[src/rtl/lstm_pkg.sv]
// Shared definitions for the LSTM sequencer: FSM state encoding, width helpers, default address width.
package lstm_pkg;

    localparam logic [2:0] ST_IDLE  = 3'd0;
    localparam logic [2:0] ST_LOAD  = 3'd1;
    localparam logic [2:0] ST_ACC   = 3'd2;
    localparam logic [2:0] ST_WAIT  = 3'd3;
    localparam logic [2:0] ST_WRITE = 3'd4;
    localparam logic [2:0] ST_DONE  = 3'd5;

    localparam int LSTM_AW_DEFAULT = 16;

    function automatic int clog2(input int v);
        int r;
        int x;
        r = 0;
        x = v - 1;
        while (x > 0) begin
            r = r + 1;
            x = x >> 1;
        end
        return r;
    endfunction

    // Counter register width; a modulus of 1 still needs one bit.
    function automatic int cnt_w(input int n);
        return (n <= 1) ? 1 : clog2(n);
    endfunction

endpackage

[src/rtl/lstm_seq_ctrl_counter.sv]
// mod_counter: wrap-around counter with enable, synchronous clear and terminal-count flag.
module mod_counter
    import lstm_pkg::*;
#(
    parameter int MAX = 4,
    parameter int W   = cnt_w(MAX)
) (
    input  logic         clk,
    input  logic         rst,
    input  logic         en,
    input  logic         clr,
    output logic [W-1:0] o_cnt,
    output logic         o_last
);

    logic [W-1:0] cnt_q;
    logic [W-1:0] cnt_d;

    assign o_last = (cnt_q == W'(MAX - 1));
    assign o_cnt  = cnt_q;

    always_comb begin
        cnt_d = cnt_q;
        if (clr) begin
            cnt_d = '0;
        end else if (en) begin
            cnt_d = o_last ? '0 : cnt_q + 1'b1;
        end
    end

    always_ff @(posedge clk or posedge rst) begin
        if (rst) begin
            cnt_q <= '0;
        end else begin
            cnt_q <= cnt_d;
        end
    end

endmodule

[src/rtl/lstm_seq_ctrl.sv]
// LSTM core sequencer: MAC control, operand/state addressing and c/h write strobes over units and timesteps.
// Optional stall input enabled by defining LSTM_SEQ_CTRL_STALL_EN.
module lstm_seq_ctrl
    import lstm_pkg::*;
#(
    parameter int N_X    = 4,
    parameter int N_H    = 4,
    parameter int N_UNIT = 4,
    parameter int N_T    = 8,
    parameter int AW     = LSTM_AW_DEFAULT
) (
    input  logic          clk,
    input  logic          rst,
    input  logic          i_start,
`ifdef LSTM_SEQ_CTRL_STALL_EN
    input  logic          i_stall,
`endif
    output logic          o_acc_x,
    output logic          o_acc_h,
    output logic          o_x_en,
    output logic          o_h_en,
    output logic [AW-1:0] o_x_addr,
    output logic [AW-1:0] o_w_addr,
    output logic [AW-1:0] o_h_addr,
    output logic [AW-1:0] o_u_addr,
    output logic          o_h_bank,
    output logic [AW-1:0] o_c_addr,
    output logic          o_first,
    output logic          o_wr,
    output logic          o_busy,
    output logic          o_done
);

    localparam int N_IN = (N_X > N_H) ? N_X : N_H;
    localparam int KW   = cnt_w(N_IN);
    localparam int UW   = cnt_w(N_UNIT);
    localparam int SW   = cnt_w(N_T);

    generate
        if ((longint'(N_UNIT) * N_X > (longint'(1) << AW)) ||
            (longint'(N_UNIT) * N_H > (longint'(1) << AW)) ||
            (longint'(N_T) * N_X > (longint'(1) << AW))) begin : g_aw_check
            $error("lstm_seq_ctrl: AW too narrow for the address range");
        end
    endgenerate

    logic [2:0]    state_q;
    logic [2:0]    state_d;
    logic          k_en;
    logic          unit_en;
    logic          step_en;
    logic          cnt_clr;
    logic [KW-1:0] k_cnt;
    logic [UW-1:0] unit_cnt;
    logic [SW-1:0] step_cnt;
    logic          k_last;
    logic          unit_last;
    logic          step_last;
    logic          stall_act;

    logic is_load, is_acc, is_wait, is_write, is_done, busy, first, mac_phase;

    assign is_load  = (state_q == ST_LOAD);
    assign is_acc   = (state_q == ST_ACC);
    assign is_wait  = (state_q == ST_WAIT);
    assign is_write = (state_q == ST_WRITE);
    assign is_done  = (state_q == ST_DONE);
    assign busy     = (state_q != ST_IDLE);

`ifdef LSTM_SEQ_CTRL_STALL_EN
    // WRITE and DONE are not listed: a stall there is deferred until the next LOAD.
    assign stall_act = i_stall && (is_load || is_acc || is_wait);
`else
    assign stall_act = 1'b0;
`endif

    mod_counter #(.MAX(N_IN), .W(KW)) u_k (
        .clk(clk), .rst(rst), .en(k_en), .clr(cnt_clr), .o_cnt(k_cnt), .o_last(k_last)
    );

    mod_counter #(.MAX(N_UNIT), .W(UW)) u_unit (
        .clk(clk), .rst(rst), .en(unit_en), .clr(cnt_clr), .o_cnt(unit_cnt), .o_last(unit_last)
    );

    mod_counter #(.MAX(N_T), .W(SW)) u_step (
        .clk(clk), .rst(rst), .en(step_en), .clr(cnt_clr), .o_cnt(step_cnt), .o_last(step_last)
    );

    always_comb begin
        state_d = state_q;
        k_en    = 1'b0;
        unit_en = 1'b0;
        step_en = 1'b0;
        cnt_clr = 1'b0;
        case (state_q)
            ST_IDLE: begin
                cnt_clr = 1'b1;
                if (i_start) state_d = ST_LOAD;
            end
            ST_LOAD: begin
                if (!stall_act) begin
                    if (N_IN > 1) begin
                        k_en    = 1'b1;
                        state_d = ST_ACC;
                    end else begin
                        state_d = ST_WAIT;
                    end
                end
            end
            ST_ACC: begin
                // k wraps back to 0 on its last term, ready for the next unit.
                if (!stall_act) begin
                    k_en = 1'b1;
                    if (k_last) state_d = ST_WAIT;
                end
            end
            ST_WAIT: begin
                if (!stall_act) state_d = ST_WRITE;
            end
            ST_WRITE: begin
                if (!unit_last) begin
                    unit_en = 1'b1;
                    state_d = ST_LOAD;
                end else if (!step_last) begin
                    unit_en = 1'b1;
                    step_en = 1'b1;
                    state_d = ST_LOAD;
                end else begin
                    state_d = ST_DONE;
                end
            end
            ST_DONE: begin
                cnt_clr = 1'b1;
                state_d = ST_IDLE;
            end
            default: state_d = ST_IDLE;
        endcase
    end

    always_ff @(posedge clk or posedge rst) begin
        if (rst) begin
            state_q <= ST_IDLE;
        end else begin
            state_q <= state_d;
        end
    end

    assign first     = busy && (step_cnt == '0);
    assign mac_phase = (is_load || is_acc) && !stall_act;

    assign o_acc_x  = is_acc || is_wait || is_write;
    assign o_acc_h  = is_acc || is_wait || is_write;
    assign o_x_en   = mac_phase && (int'(k_cnt) < N_X);
    assign o_h_en   = mac_phase && (int'(k_cnt) < N_H) && !first;
    assign o_x_addr = AW'(step_cnt) * AW'(N_X) + AW'(k_cnt);
    assign o_w_addr = AW'(unit_cnt) * AW'(N_X) + AW'(k_cnt);
    assign o_h_addr = AW'(k_cnt);
    assign o_u_addr = AW'(unit_cnt) * AW'(N_H) + AW'(k_cnt);
    assign o_h_bank = step_cnt[0];
    assign o_c_addr = AW'(unit_cnt);
    assign o_first  = first;
    assign o_wr     = is_write;
    assign o_busy   = busy;
    assign o_done   = is_done;

endmodule

[config.mk]
export PLATFORM = sky130hd
export DESIGN_NAME = lstm_seq_ctrl
export DESIGN_NICKNAME = d
export VERILOG_FILES = /design/src/rtl/lstm_pkg.sv /design/src/rtl/lstm_seq_ctrl_counter.sv /design/src/rtl/lstm_seq_ctrl.sv
export SDC_FILE = /design/constraint.sdc
export NUM_CORES = 1
export LEC_CHECK = 0
export CAP_MARGIN = 20
export CORE_ASPECT_RATIO = 0.7
export CORE_MARGIN = 8
export CORE_UTILIZATION = 56
export CTS_CLUSTER_DIAMETER = 40
export DETAILED_ROUTE_END_ITERATION = 10
export DONT_BUFFER_PORTS = 1
export PLACE_DENSITY = 0.77
export SYNTH_ARGS = -nofsm -noshare
export SYNTH_HDL_FRONTEND = slang
export SYNTH_HIERARCHICAL = 1
export SYNTH_SLANG_ARGS = --single-unit
[constraint.sdc]
create_clock -name clk -period 1.7 [get_ports clk]
set_input_delay 0.17 -clock clk [delete_from_list [all_inputs] [get_ports clk]]
set_output_delay 0.17 -clock clk [all_outputs]
set_load 0.1 [all_outputs]
==> Yosys cells after proc, flatten, opt, wreduce, memory -nomap -nowiden <==
Cells that the tools add are included.
{ "word_totals": {"register_bits": 10, "word_cells": 55, "output_inout_bits": 89, "input_bits": 3, "mem_bits_rw": 0, "romBits": 0, "memories": 0, "latch_bits": 0} }
{ "classes": {"magnitude_cmp": 0, "multipliers": 0, "shifts": 0, "muxes": 21, "reduce_logical": 15, "div_mod_pow": 0, "bitwise": 0, "addsub": 5, "eq_ne": 10} }
{ "ops": {"columns": ["cell", "n"], "rows": [
  ["3-bit 2-to-1 mux", 7],
  ["3-bit case mux with 5 select lines", 1],
  ["2-bit 2-to-1 mux", 6],
  ["3-bit equality test, second input constant", 3],
  ["1-bit 2-to-1 mux", 7],
  ["5-bit by 2-bit adder with 6-bit output", 1],
  ["3-bit by 2-bit equality test with 1-bit output, second input constant", 2],
  ["3-bit logical NOT", 2],
  ["2-bit nonzero test", 3],
  ["4-bit by 2-bit adder with 5-bit output", 1],
  ["2-bit by 1-bit adder with 2-bit output, second input constant", 2],
  ["2-bit equality test, second input constant", 2],
  ["2-bit OR reduction", 2],
  ["3-bit by 1-bit adder with 3-bit output, second input constant", 1],
  ["3-bit by 1-bit equality test with 1-bit output, second input constant", 1],
  ["1-bit logical OR", 3],
  ["3-bit nonzero test", 1],
  ["1-bit logical AND", 2],
  ["2-bit by 1-bit inequality test with 1-bit output, second input constant", 1],
  ["2-bit inequality test, second input constant", 1],
  ["2-bit AND reduction", 1],
  ["1-bit logical NOT", 1]
]} }

==> Logic depth before layout (Yosys ltp) <==
Gate-level depths: netlist (run 1).
{ "depth": {"word_depth": 6, "depth_mapped": 5, "mapped_depth_nobuf": 5} }

==> Cells and area by module <==
Netlist (run 1), hierarchy kept.
{ "by_module_without_submodules": {"columns": ["module", "seq_area_each_um2", "cells_per_inst", "n_inst", "area_per_inst_um2"], "rows": [
  ["lstm_seq_ctrl", 75.1, 104, 1, 799.5],
  ["mod_counter (u_k ...)", 50.0, 9, 2, 103.8],
  ["mod_counter (u_step)", 75.1, 13, 1, 155.1]
]} }

==> Least setup slack after synthesis (run 1) <==
OpenSTA, ideal clock, no wires.
{ "synth_path": {"kind": "register to output", "from": "register state_q[2]", "to": "output port o_acc_x", "required_time_ns": 1.530, "n_path_buf": 2, "t_arrival_ns": 3.261, "stages_incl_launch_ff": 4, "slack_ns": -1.731, "cell_sequence": "dfrtp_1 > buf_2 > o21ai_0 > buf_4"} }
{ "synth_between": {"elab_chain_len": 3, "word_cells_on_any_way": 5, "cone_classes": "eq/ne: 3; reduce/logical: 2"} }
{ "synth_lines": {"columns": ["element", "line_no", "text"], "rows": [
  ["start: declaration", "lstm_seq_ctrl.sv:47", "logic [2:0] state_q;"],
  ["start signal: assignment", "lstm_seq_ctrl.sv:144", "state_q <= state_d;"],
  ["3-bit by 2-bit equality test with 1-bit output, on equally long branches", "lstm_seq_ctrl.sv:64, lstm_seq_ctrl.sv:65", null],
  ["1-bit logical OR", null, null],
  ["1-bit logical OR *", null, null],
  ["end: declaration", "lstm_seq_ctrl.sv:18", "output logic o_acc_x,"]
]} }
Every way passes the cells marked *; elsewhere a longest branch is shown, timed or not.

==> Final worst setup path (run 1) <==
{ "layout_path": {"from": "register u_step.cnt_q[0], in the netlist u_step/o_cnt[0]", "to": "register u_step.cnt_q[0], in the netlist u_step/o_cnt[0]"} }
{ "layout_between": {"elab_chain_len": 5, "word_cells_on_any_way": 9, "cone_classes": "add/sub: 1; eq/ne: 1; mux: 6; reduce/logical: 1"} }
{ "layout_lines": {"columns": ["element", "line_no", "text"], "rows": [
  ["start: declaration", "lstm_seq_ctrl_counter.sv:16", "logic [W-1:0] cnt_q;"],
  ["start signal: assignment", "lstm_seq_ctrl_counter.sv:35", "cnt_q <= cnt_d;"],
  ["3-bit equality test", "lstm_seq_ctrl_counter.sv:19", "assign o_last = (cnt_q == W'(MAX - 1));"],
  ["via step_last", "lstm_seq_ctrl.sv:58", "logic step_last;"],
  ["1-bit 2-to-1 mux", "lstm_seq_ctrl.sv:124", "end else if (!step_last) begin"],
  ["1-bit 2-to-1 mux", "lstm_seq_ctrl.sv:121", "if (!unit_last) begin"],
  ["1-bit 2-to-1 mux", "lstm_seq_ctrl.sv:95", "case (state_q)"],
  ["via step_en", "lstm_seq_ctrl.sv:51", "logic step_en;"],
  ["2-bit nonzero test (no source line)", null, null]
]} }
The timed path passes the listed nets, and every way through them passes these cells. The select of a mux whose other input is x is not followed.
A chain may end at the register's enable or synchronous reset.

==> results of run 1 <==
==> timing repair <==
item	CTS	global route
gates resized for setup	5	1
endpoints found under the setup margin	2	3
hold endpoints to repair	10	0
hold buffers	1	0
pin swaps	1	1
==> routing by layer <==
layer  GRT usage  share of wire  wire length (um)
met5           0              0                 0
met4      0.0598          0.018                38
met3      0.0679           0.12               266
met2       0.181           0.46               979
met1       0.116           0.40               862
==> Yosys cell counts <==
library cell	n	area, um2
mux2i_1	4	40.0
inv_1	5	18.8
o21bai_1	1	7.51
nor2b_1	1	6.26
and3_1	1	6.26
o21ai_0	1	5.00
xnor2_1	1	8.76
clkinv_2	1	5.00
or3b_1	3	26.3
ha_1	4	50.1
a32o_2	1	11.3
buf_2	2	10.0
or3b_4	1	11.3
nand2b_1	3	18.8
a21oi_2	3	26.3
and2_1	1	6.26
conb_1	1	3.75
dfrtp_1	10	250
nand3b_1	1	7.51
buf_6	1	11.3
nor3_1	2	10.0
a21oi_1	2	10.0
xor2_1	1	8.76
buf_4	75	563
nor3b_1	1	7.51
or3_1	1	6.26
nor2_1	7	26.3
==> kinds of logic (layout without fill, tap and decap cells) <==
group | Yosys count | after routing
buffers and inverters | 84 | 32
muxes | 4 | 4
adders and majority gates | 4 | 4
AOI/OAI and AO/OA | 8 | 8
DFF | 10 | 10
other | 1 | 63
and+or+nand+nor | 22 | 22
xor gates and xnor gates | 2 | 2
==> report_power, final <==
group          switching [W]  total, W  internal [W]  leakage (nW)
Clock              0.0000842  0.000214      0.000130        0.0210
Sequential                 0  0.000238      0.000238         0.116
Combinational       0.000614  0.000617    0.00000221         0.541
==> layout by cell type (no fill, tap or decap), types with 2 or more instances in the layout <==
cell type  Yosys  layout
or3b_1         3       3
dfrtp_1       10       3
conb_1         1      63
buf_4         75      14
nor3_4         0       2
nor2_1         7       6
nand2b_1       3       3
dfrtp_4        0       5
dfrtp_2        0       2
ha_4           0       2
a21oi_2        3       4
inv_1          5       5
buf_12         0       7
ha_1           4       2
mux2i_1        4       4
clkbuf_4       0       3
==> state kept, by name (all words and copies together) (netlist names) <==
| name | cells |
|---|---|
| u_step/o_cnt | 3 |
| u_unit/o_cnt | 2 |
| state_q | 3 |
| u_k/o_cnt | 2 |
==> layout make-up <==
class	instances	area, um2	share of cell area
tap	22	27.5	0.0219
sequential	10	272	0.216
multi-input combinational	103	644	0.512
clock buffer	4	36.3	0.0288
timing repair buffer	22	255	0.203
inverter	6	23.8	0.0189
==> worst register-to-register path: stages (launching register included) <==
cell,delay (ns)
dfrtp_4,0.53
ha_4,0.18
ha_4,0.18
nor3b_4,0.19
or3b_1,0.38
a21oi_2,0.13
==> per-stage QoR <==
stage                     total power, W  setup WS, ns  std cells  cell area [um2]
after floorplan                 0.000961       -0.0891        197             1510
after CTS                        0.00107       0.00747        167             1250
final                            0.00107        0.0556        167             1260
after global placement          0.000848         0.121        162             1180
after detailed placement        0.000848        0.0788        162             1180
after global routing             0.00110       0.00424        167             1260
==> worst paths after layout <==
path | from | end | slack [ns]
max | u_step/o_cnt[0] | u_step/o_cnt[0] | 0.06
min | i_start | state_q[0] | 0.11
max reg2reg | u_step/o_cnt[0] | u_step/o_cnt[0] | 0.06
min reg2reg | u_unit/o_cnt[0] | u_unit/o_cnt[0] | 0.59
max in group asynchronous | rst | u_step/o_cnt[2] | 1.26
min in group asynchronous | rst | u_k/o_cnt[0] | 0.29
==> results.txt, run 1 <==
CP Data Required Time = 1.90 ns
Setup CP Type = reg2reg
Post-DP HPWL = 1920 um
Post-CTS setup buffers = 0
Largest family of logic cells by synthesized area = buffers and inverters
Leakage power total = 0.678 nW
XOR/XNOR share of the synthesized area = 0.0151
Final wirelength = 2150 um
Core footprint = 0.00190 mm2
Instance count on the critical path = 5
DIE HEIGHT = 54.1 um
Setup Viol. Count Final = 0
Adder-cell share of the synthesized area = 0.0431
Reg2reg path depth = 5
Startpoint Class = flop
PwrDens = 849 mW/mm2
Peak VDD IR = 716 uV
Final min period = 1.64 ns
Crit. End Element = flop
Iter 0 DRT Violations = 8
Vias per inst = 4.01
Largest net degree at the start of global routing = 11
Root buffer cell = clkbuf_4
Cells along the critical path = ha_4, ha_4, nor3b_4, or3b_1, a21oi_2
Setup_tns = 0 ns
Antenna Violating Nets Remaining = 0
Post-layout util = 0.661
WHS Path Cells = 2
CP Max Fanout = 5
Post-synthesis mux area share = 0.0344
Critical path arrival = 1.84 ns
Fin crit share = 0.967
Upper clock frequency limit = 0.608 GHz
Drc violations = 0
Post-synthesis sequential area ratio = 0.215
Synth Area in Compound Gates = 0.0517
Gp weighted congestion = 0.764
Layout cells sized above 1 = 0.338
Hold Vio Cnt, Final = 0
Port Buffers = 0
Area Growth Syn to Fin = 8.29%
Crit path buffers/inverters = 0
Clock sinks = 10
Initial antenna violation count = 0
Outcome = finished clean
Fillers = 165
Slowest cell on crit path = dfrtp_4
Synth warn = 6
Worst Tran Pin Value = 0.822 ns
Most used cell, CP = ha_4
Synth Area per Inst = 8.61 um2
Syn Inst Count = 135
Synth Cell Area = 0.00116 mm2
Critical Path Max Stage Delay = 0.53 ns
GR Util All Layers = 0.112
Min-delay worst type = in2reg
Die width = 70.5 um
Maximum root-to-sink buffer count = 2
Final Max Tran Viols = 0
Gr ovfl total = 0
Die area = 0.00381 mm2
H-tree depth = 1
Worst-Skew Late Latency = 0.27 ns
Vias = 670
# diodes = 0
Final Net Count = 153
DRT Pass-1 Iters = 4
RSZ-0062 raised after global routing = false
Drt wl/cell = 12.9 um
FF+latch count, synth = 10
Worst hold slack = 0.110 ns
Rows = 13
CTS buffer count = 3
Relative slew slack = 0.452
Worst-path clk slew = 0.07 ns
First-pass GRT wire length = 3440 um
Vias in the first global route = 779
Post-synth cell types = 27
CTS tree = built
Final Skew = 0.00800 ns
Starting Density = 0.611
# IOs = 92
Simple-Gate Fraction of Synth Area = 0.114
Maxcap violations = 0
Delay-heaviest family, CP = simple AND/OR/NAND/NOR gates
(Power assumes the default switching activity.)
==> run 2, diff against run 1 <==
- CORE_UTILIZATION: 56 -> 55
- HOLD_SLACK_MARGIN: default -> 0.08
- PLACE_DENSITY: 0.77 -> 0.76
- SETUP_SLACK_MARGIN: default -> 0.15
==> run 2 against run 1 <==
Compared with the run above: flip-flop and latch count unchanged; critical path depth down 2; wire length rose by 6.8%; count of clock-buffer cells in the layout unchanged; highest routed layer unchanged; critical path type is now reg2out; final cell count grew 3.6%; first-iteration DRC count rose to 3.3 times the previous value; register-to-register slack about the same.
==> results.txt, run 2 (synthesis gave the netlist of run 1 again) <==
Startpoint Class = flop (unchanged)
Vias in the first global route = 774 (was 779)
Hold Path Origin = i_start (unchanged)
Worst Tran Pin Value = 0.825 ns (was 0.822 ns)
CP Max Fanout = 4 (was 5)
DRT Pass-1 Iters = 4 (unchanged)
Crit Reg-Reg Startpoint = u_step/o_cnt[0] (unchanged)
Reg2reg path depth = 5 (unchanged)
Clock sinks = 10 (unchanged)
Clk pwr share = 0.204 (was 0.201)
Root buffer cell = clkbuf_4 (unchanged)
Worst-Skew Late Latency = 0.27 ns (about the same)
Die width = 70.9 um (was 70.5 um)
Post-route setup slack = 0.0481 ns (was 0.0556 ns)
Die area = 0.00386 mm2 (was 0.00381 mm2)
Initial antenna violation count = 0 (unchanged)
Critical Path Max Stage Delay = 0.47 ns (was 0.53 ns)
Reg2Reg Capture Point = u_step/o_cnt[0] (unchanged)
Min-delay worst type = in2reg (unchanged)
DIE HEIGHT = 54.5 um (was 54.1 um)
Final min period = 1.65 ns (was 1.64 ns)
Sw Share = 0.655 (was 0.654)
Starting Density = 0.562 (was 0.611)
Setup Viol. Count Final = 0 (unchanged)
Area Growth Syn to Fin = 14.9% (was 8.29%)
Sequential power share = 0.221 (was 0.222)
Layout cells sized above 1 = 0.369 (was 0.338)
H-tree depth = 1 (unchanged)
Critical path arrival = 1.48 ns (was 1.84 ns)
Final wirelength = 2290 um (was 2150 um)
Vias per inst = 4.04 (was 4.01)
Final Skew = 0.00206 ns (was 0.00800 ns)
Gr ovfl total = 0 (unchanged)
Final Max Tran Viols = 0 (unchanged)
Setup CP Type = reg2out (was reg2reg)
Drc violations = 0 (unchanged)
Internal Pwr Total = 0.000370 W (about the same)
Post-route cell area = 0.00134 mm2 (was 0.00126 mm2)
CP Data Required Time = 1.53 ns (was 1.90 ns)
Placed insts = 163 (was 162)
GR Util All Layers = 0.110 (was 0.112)
Switching power total = 0.000702 W (was 0.000699 W)
Worst hold slack = 0.106 ns (was 0.110 ns)
Peak VDD IR = 541 uV (was 716 uV)
Post-DP HPWL = 1960 um (was 1920 um)
PwrDens = 803 mW/mm2 (was 849 mW/mm2)
Cells along the critical path = or3b_4, o21ai_4, buf_12 (was ha_4, ha_4, nor3b_4, or3b_1, a21oi_2)
Upper clock frequency limit = 0.605 GHz (was 0.608 GHz)
Iter 0 DRT Violations = 26 (was 8)
Combinational Power Share = 0.575 (was 0.577)
Vias = 699 (was 670)
Largest net degree at the start of global routing = 11 (unchanged)
WHS Path Cells = 2 (unchanged)
RSZ-0062 raised after global routing = true (was false)
Port Buffers = 0 (unchanged)
Post-place setup slack = 0.0350 ns (was 0.0788 ns)
Core footprint = 0.00207 mm2 (was 0.00190 mm2)
CTS buffer count = 3 (unchanged)
# diodes = 0 (unchanged)
Outcome = finished clean (unchanged)
Total power draw = 0.00107 W (about the same)
Drt wl/cell = 13.2 um (was 12.9 um)
Rows = 14 (was 13)
Final std cells w/o fill = 173 (was 167)
Leakage power total = 0.718 nW (was 0.678 nW)
Final Net Count = 157 (was 153)
Crit path buffers/inverters = 1 (was 0)
Gp weighted congestion = 0.718 (was 0.764)
Slowest cell on crit path = or3b_4 (was dfrtp_4)
Relative slew slack = 0.450 (was 0.452)
First-pass GRT wire length = 3380 um (was 3440 um)
Fin crit share = 0.972 (was 0.967)
Antenna Violating Nets Remaining = 0 (unchanged)
Maxcap violations = 0 (unchanged)
Hold Vio Cnt, Final = 0 (unchanged)
Delay-heaviest family, CP = simple AND/OR/NAND/NOR gates (unchanged)
Crit. End Element = output pin (was flop)
Commonest cells after routing, fill and taps aside = conb_1, buf_4, buf_12 (unchanged)
Hold-critical path endpoint = state_q[0] (unchanged)
Reg2Reg Setup Slack = 0.05 ns (was 0.06 ns)
Maximum root-to-sink buffer count = 2 (unchanged)
Commonest non-fill, non-tap cell in the layout = conb_1 (unchanged)
# IOs = 92 (unchanged)
Worst-path clk slew = 0.07 ns (about the same)
CTS tree = built (unchanged)
Instance area at placement = 0.00118 mm2 (about the same)
-- run 2: changes by cell type in the layout (fill, tap and decap cells not counted) --
cell     delta
buf_6       +5
buf_4       -2
or3b_1      -2
or3b_4      +2
a21oi_2     -1
a21oi_4     +1
buf_12      +1
-- run 2: repair_timing --
| item | in CTS | in global routing |
|---|---|---|
| gates resized for setup | 14 | 3 |
| pin swaps | 8 | 3 |
| setup buffers | 3 | 2 |
| endpoints found under the setup margin | 9 | 14 |
| endpoints found under the hold margin | 10 | 0 |
| hold buffers | 1 | 0 |
-- run 2: power by group through the flow --
stage | Combinational [W] | Sequential [W] | Clock, W
6_report | 0.000616 | 0.000237 | 0.000218
3_3_place_gp | 0.000605 | 0.000243 | 0
5_1_grt | 0.000626 | 0.000237 | 0.000233
4_1_cts | 0.000609 | 0.000238 | 0.000219
2_1_floorplan | 0.000719 | 0.000243 | 0
3_5_place_dp | 0.000606 | 0.000243 | 0
-- run 2: metrics by stage --
step                      setup TNS, ns   util
after global placement                0  0.571
after detailed placement              0  0.571
after global routing                  0  0.646
final                                 0  0.646
after floorplan                  -0.285      -
after CTS                             0  0.634
-- run 2: worst reg2reg max path, cell delays in order (launching register included) --
cell	delay [ns]
dfrtp_4	0.50
ha_4	0.18
ha_4	0.18
nor3b_4	0.21
or3b_4	0.40
a21oi_2	0.12
-- run 2: area by class of cell --
cell class | count | area (um2)
fillers | 152 | 732
multi-input cells | 103 | 657
repair buffers | 26 | 317
flip-flops and latches | 10 | 272
clock buffers | 4 | 36.3
well taps | 24 | 30.0
inverters | 6 | 23.8
-- run 2: worst max-delay path by stage --
| stage | depth (start not counted) | startpoint | endpoint |
|---|---|---|---|
| after floorplan | 5 | u_step/o_cnt[0] | u_step/o_cnt[0] |
| after CTS | 3 | u_step/o_cnt[1] | o_first |
| after global routing | 3 | state_q[0] | o_first |
| final | 3 | state_q[0] | o_acc_x |
| after detailed placement | 5 | u_step/o_cnt[0] | u_unit/o_cnt[0] |
| after global placement | 5 | u_step/o_cnt[0] | u_unit/o_cnt[0] |
-- run 2: routing by layer --
layer / global-route usage / wire length, um
met2: 0.196 / 1130
met1: 0.125 / 908
met3: 0.0366 / 232
met5: 0 / 0
met4: 0.0411 / 19
==> run 3, diff against run 2 <==
- SETUP_SLACK_MARGIN: 0.15 -> 0.4
==> run 3 against run 2 <==
Compared with the run above: the flow now finishes with violations (negative setup slack); global-route usage rose by 0.75 points; flip-flop and latch count did not move; largest power group unchanged; final area rose by 5.1%; first-iteration DRC count fell by 54%; combinational power barely moved; critical endpoint is now u_step/o_cnt[0]; final cell count rose by 0.58%; count of clock-buffer cells in the layout did not move.
==> results.txt, run 3 (synthesis gave the netlist of run 1 again) <==
Outcome = finished with violations (was finished clean)
Failing checks = negative setup slack
Starting Density = 0.562 (unchanged)
Final Net Count = 158 (was 157)
Die width = 70.9 um (unchanged)
Gr ovfl total = 0 (unchanged)
Final Max Tran Viols = 0 (unchanged)
Root buffer cell = clkbuf_4 (unchanged)
Fin crit share = 1.01 (was 0.972)
Min-delay worst type = in2reg (unchanged)
# IOs = 92 (unchanged)
GR Util All Layers = 0.118 (was 0.110)
Worst-path clk slew = 0.07 ns (about the same)
Commonest cells after routing, fill and taps aside = conb_1, buf_4, buf_6 (was conb_1, buf_4, buf_12)
Critical path arrival = 1.92 ns (was 1.48 ns)
Vias = 713 (was 699)
Vias in the first global route = 822 (was 774)
Post-DP HPWL = 2010 um (was 1960 um)
Slowest cell on crit path = or3b_4 (unchanged)
Layout cells sized above 1 = 0.393 (was 0.369)
Peak VDD IR = 704 uV (was 541 uV)
Placed insts = 163 (unchanged)
Cells along the critical path = or3b_4, buf_6, nor3b_4, or3b_4, a21oi_2 (was or3b_4, o21ai_4, buf_12)
Setup Viol. Count Final = 2 (was 0)
Final std cells w/o fill = 174 (was 173)
# diodes = 0 (unchanged)
Setup CP Type = reg2reg (was reg2out)
Area Growth Syn to Fin = 20.7% (was 14.9%)
Fillers = 144 (was 152)
First-pass GRT wire length = 3560 um (was 3380 um)
Antenna Violating Nets Remaining = 0 (unchanged)
CTS buffer count = 3 (unchanged)
Die area = 0.00386 mm2 (unchanged)
Hold Vio Cnt, Final = 0 (unchanged)
Critical Path Max Stage Delay = 0.42 ns (was 0.47 ns)
Clock sinks = 10 (unchanged)
Final Skew = 0.00249 ns (was 0.00206 ns)
Iter 0 DRT Violations = 12 (was 26)
Delay-heaviest family, CP = simple AND/OR/NAND/NOR gates (unchanged)
Crit. End Element = flop (was output pin)
Crit path buffers/inverters = 1 (unchanged)
Commonest non-fill, non-tap cell in the layout = conb_1 (unchanged)
Drc violations = 0 (unchanged)
Upper clock frequency limit = 0.581 GHz (was 0.605 GHz)
Total power draw = 0.00107 W (about the same)
DRT Pass-1 Iters = 4 (unchanged)
Core footprint = 0.00207 mm2 (unchanged)
Rows = 14 (unchanged)
Gp weighted congestion = 0.746 (was 0.718)
Initial antenna violation count = 0 (unchanged)
Maxcap violations = 0 (unchanged)
RSZ-0062 raised after global routing = true (unchanged)
DIE HEIGHT = 54.5 um (unchanged)
Most used cell, CP = or3b_4
Port Buffers = 0 (unchanged)
H-tree depth = 1 (unchanged)
Startpoint Class = flop (unchanged)
Worst-Skew Late Latency = 0.26 ns (was 0.27 ns)
PwrDens = 764 mW/mm2 (was 803 mW/mm2)
Maximum root-to-sink buffer count = 2 (unchanged)
Leakage power total = 0.735 nW (was 0.718 nW)
CP Max Fanout = 2 (was 4)
Drt wl/cell = 14.3 um (was 13.2 um)
Final min period = 1.72 ns (was 1.65 ns)
Vias per inst = 4.10 (was 4.04)
Post-route setup slack = -0.0206 ns (was 0.0481 ns)
Largest net degree at the start of global routing = 11 (unchanged)
CTS tree = built (unchanged)
Final wirelength = 2490 um (was 2290 um)
CP Data Required Time = 1.90 ns (was 1.53 ns)
run 3: cell type report:
cell class | instances | area [um2] | share of cell area
clock buffers | 4 | 36.3 | 0.0259
flip-flops and latches | 10 | 272 | 0.194
repair buffers | 27 | 369 | 0.263
multi-input cells | 103 | 661 | 0.471
well taps | 24 | 30.0 | 0.0214
inverters | 6 | 35.0 | 0.0250
run 3: path summary, 6_finish.rpt:
kind	from	endpoint	slack (ns)	depth (start not counted)
hold reg to reg	state_q[0]	state_q[0]	0.57	2
max in group asynchronous	rst	u_step/o_cnt[2]	1.25	2
setup reg to reg	state_q[1]	u_step/o_cnt[0]	-0.02	5
hold / removal	i_start	state_q[0]	0.13	2
min in group asynchronous	rst	u_unit/o_cnt[1]	0.29	2
setup / recovery	state_q[1]	u_step/o_cnt[0]	-0.02	5
run 3: layer usage:
layer  GRT usage  routed length [um]
met3      0.0475                 264
met5           0                   0
met2       0.224                1220
met1       0.116                 984
met4      0.0514                  19
run 3: repair_timing:
item / CTS / global route
gates resized for setup: 21 / 12
endpoints found under the setup margin: 27 / 26
hold buffers: 1 / 0
endpoints found under the hold margin: 10 / 0
buffers inserted: 1 / 5
pin swaps: 5 / 7
run 3: report_power, final:
group          switching (W)  internal [W]
clock              0.0000871      0.000130
combinational       0.000615    0.00000221
sequential                 0      0.000237
total               0.000702      0.000370
run 3: per-stage QoR:
stage / utilization / setup TNS (ns) / hold WS (ns) / setup slack [ns] / area (um2)
2_1_floorplan: - / -0.321 / -0.0889 / -0.0834 / 1530
3_3_place_gp: 0.571 / 0 / -0.0852 / 0.127 / 1180
3_5_place_dp: 0.571 / 0 / -0.0782 / 0.0890 / 1180
4_1_cts: 0.638 / -0.00248 / 0.122 / -0.00248 / 1320
5_1_grt: 0.679 / -0.202 / 0.129 / -0.0527 / 1400
6_report: 0.679 / -0.0209 / 0.126 / -0.0206 / 1400
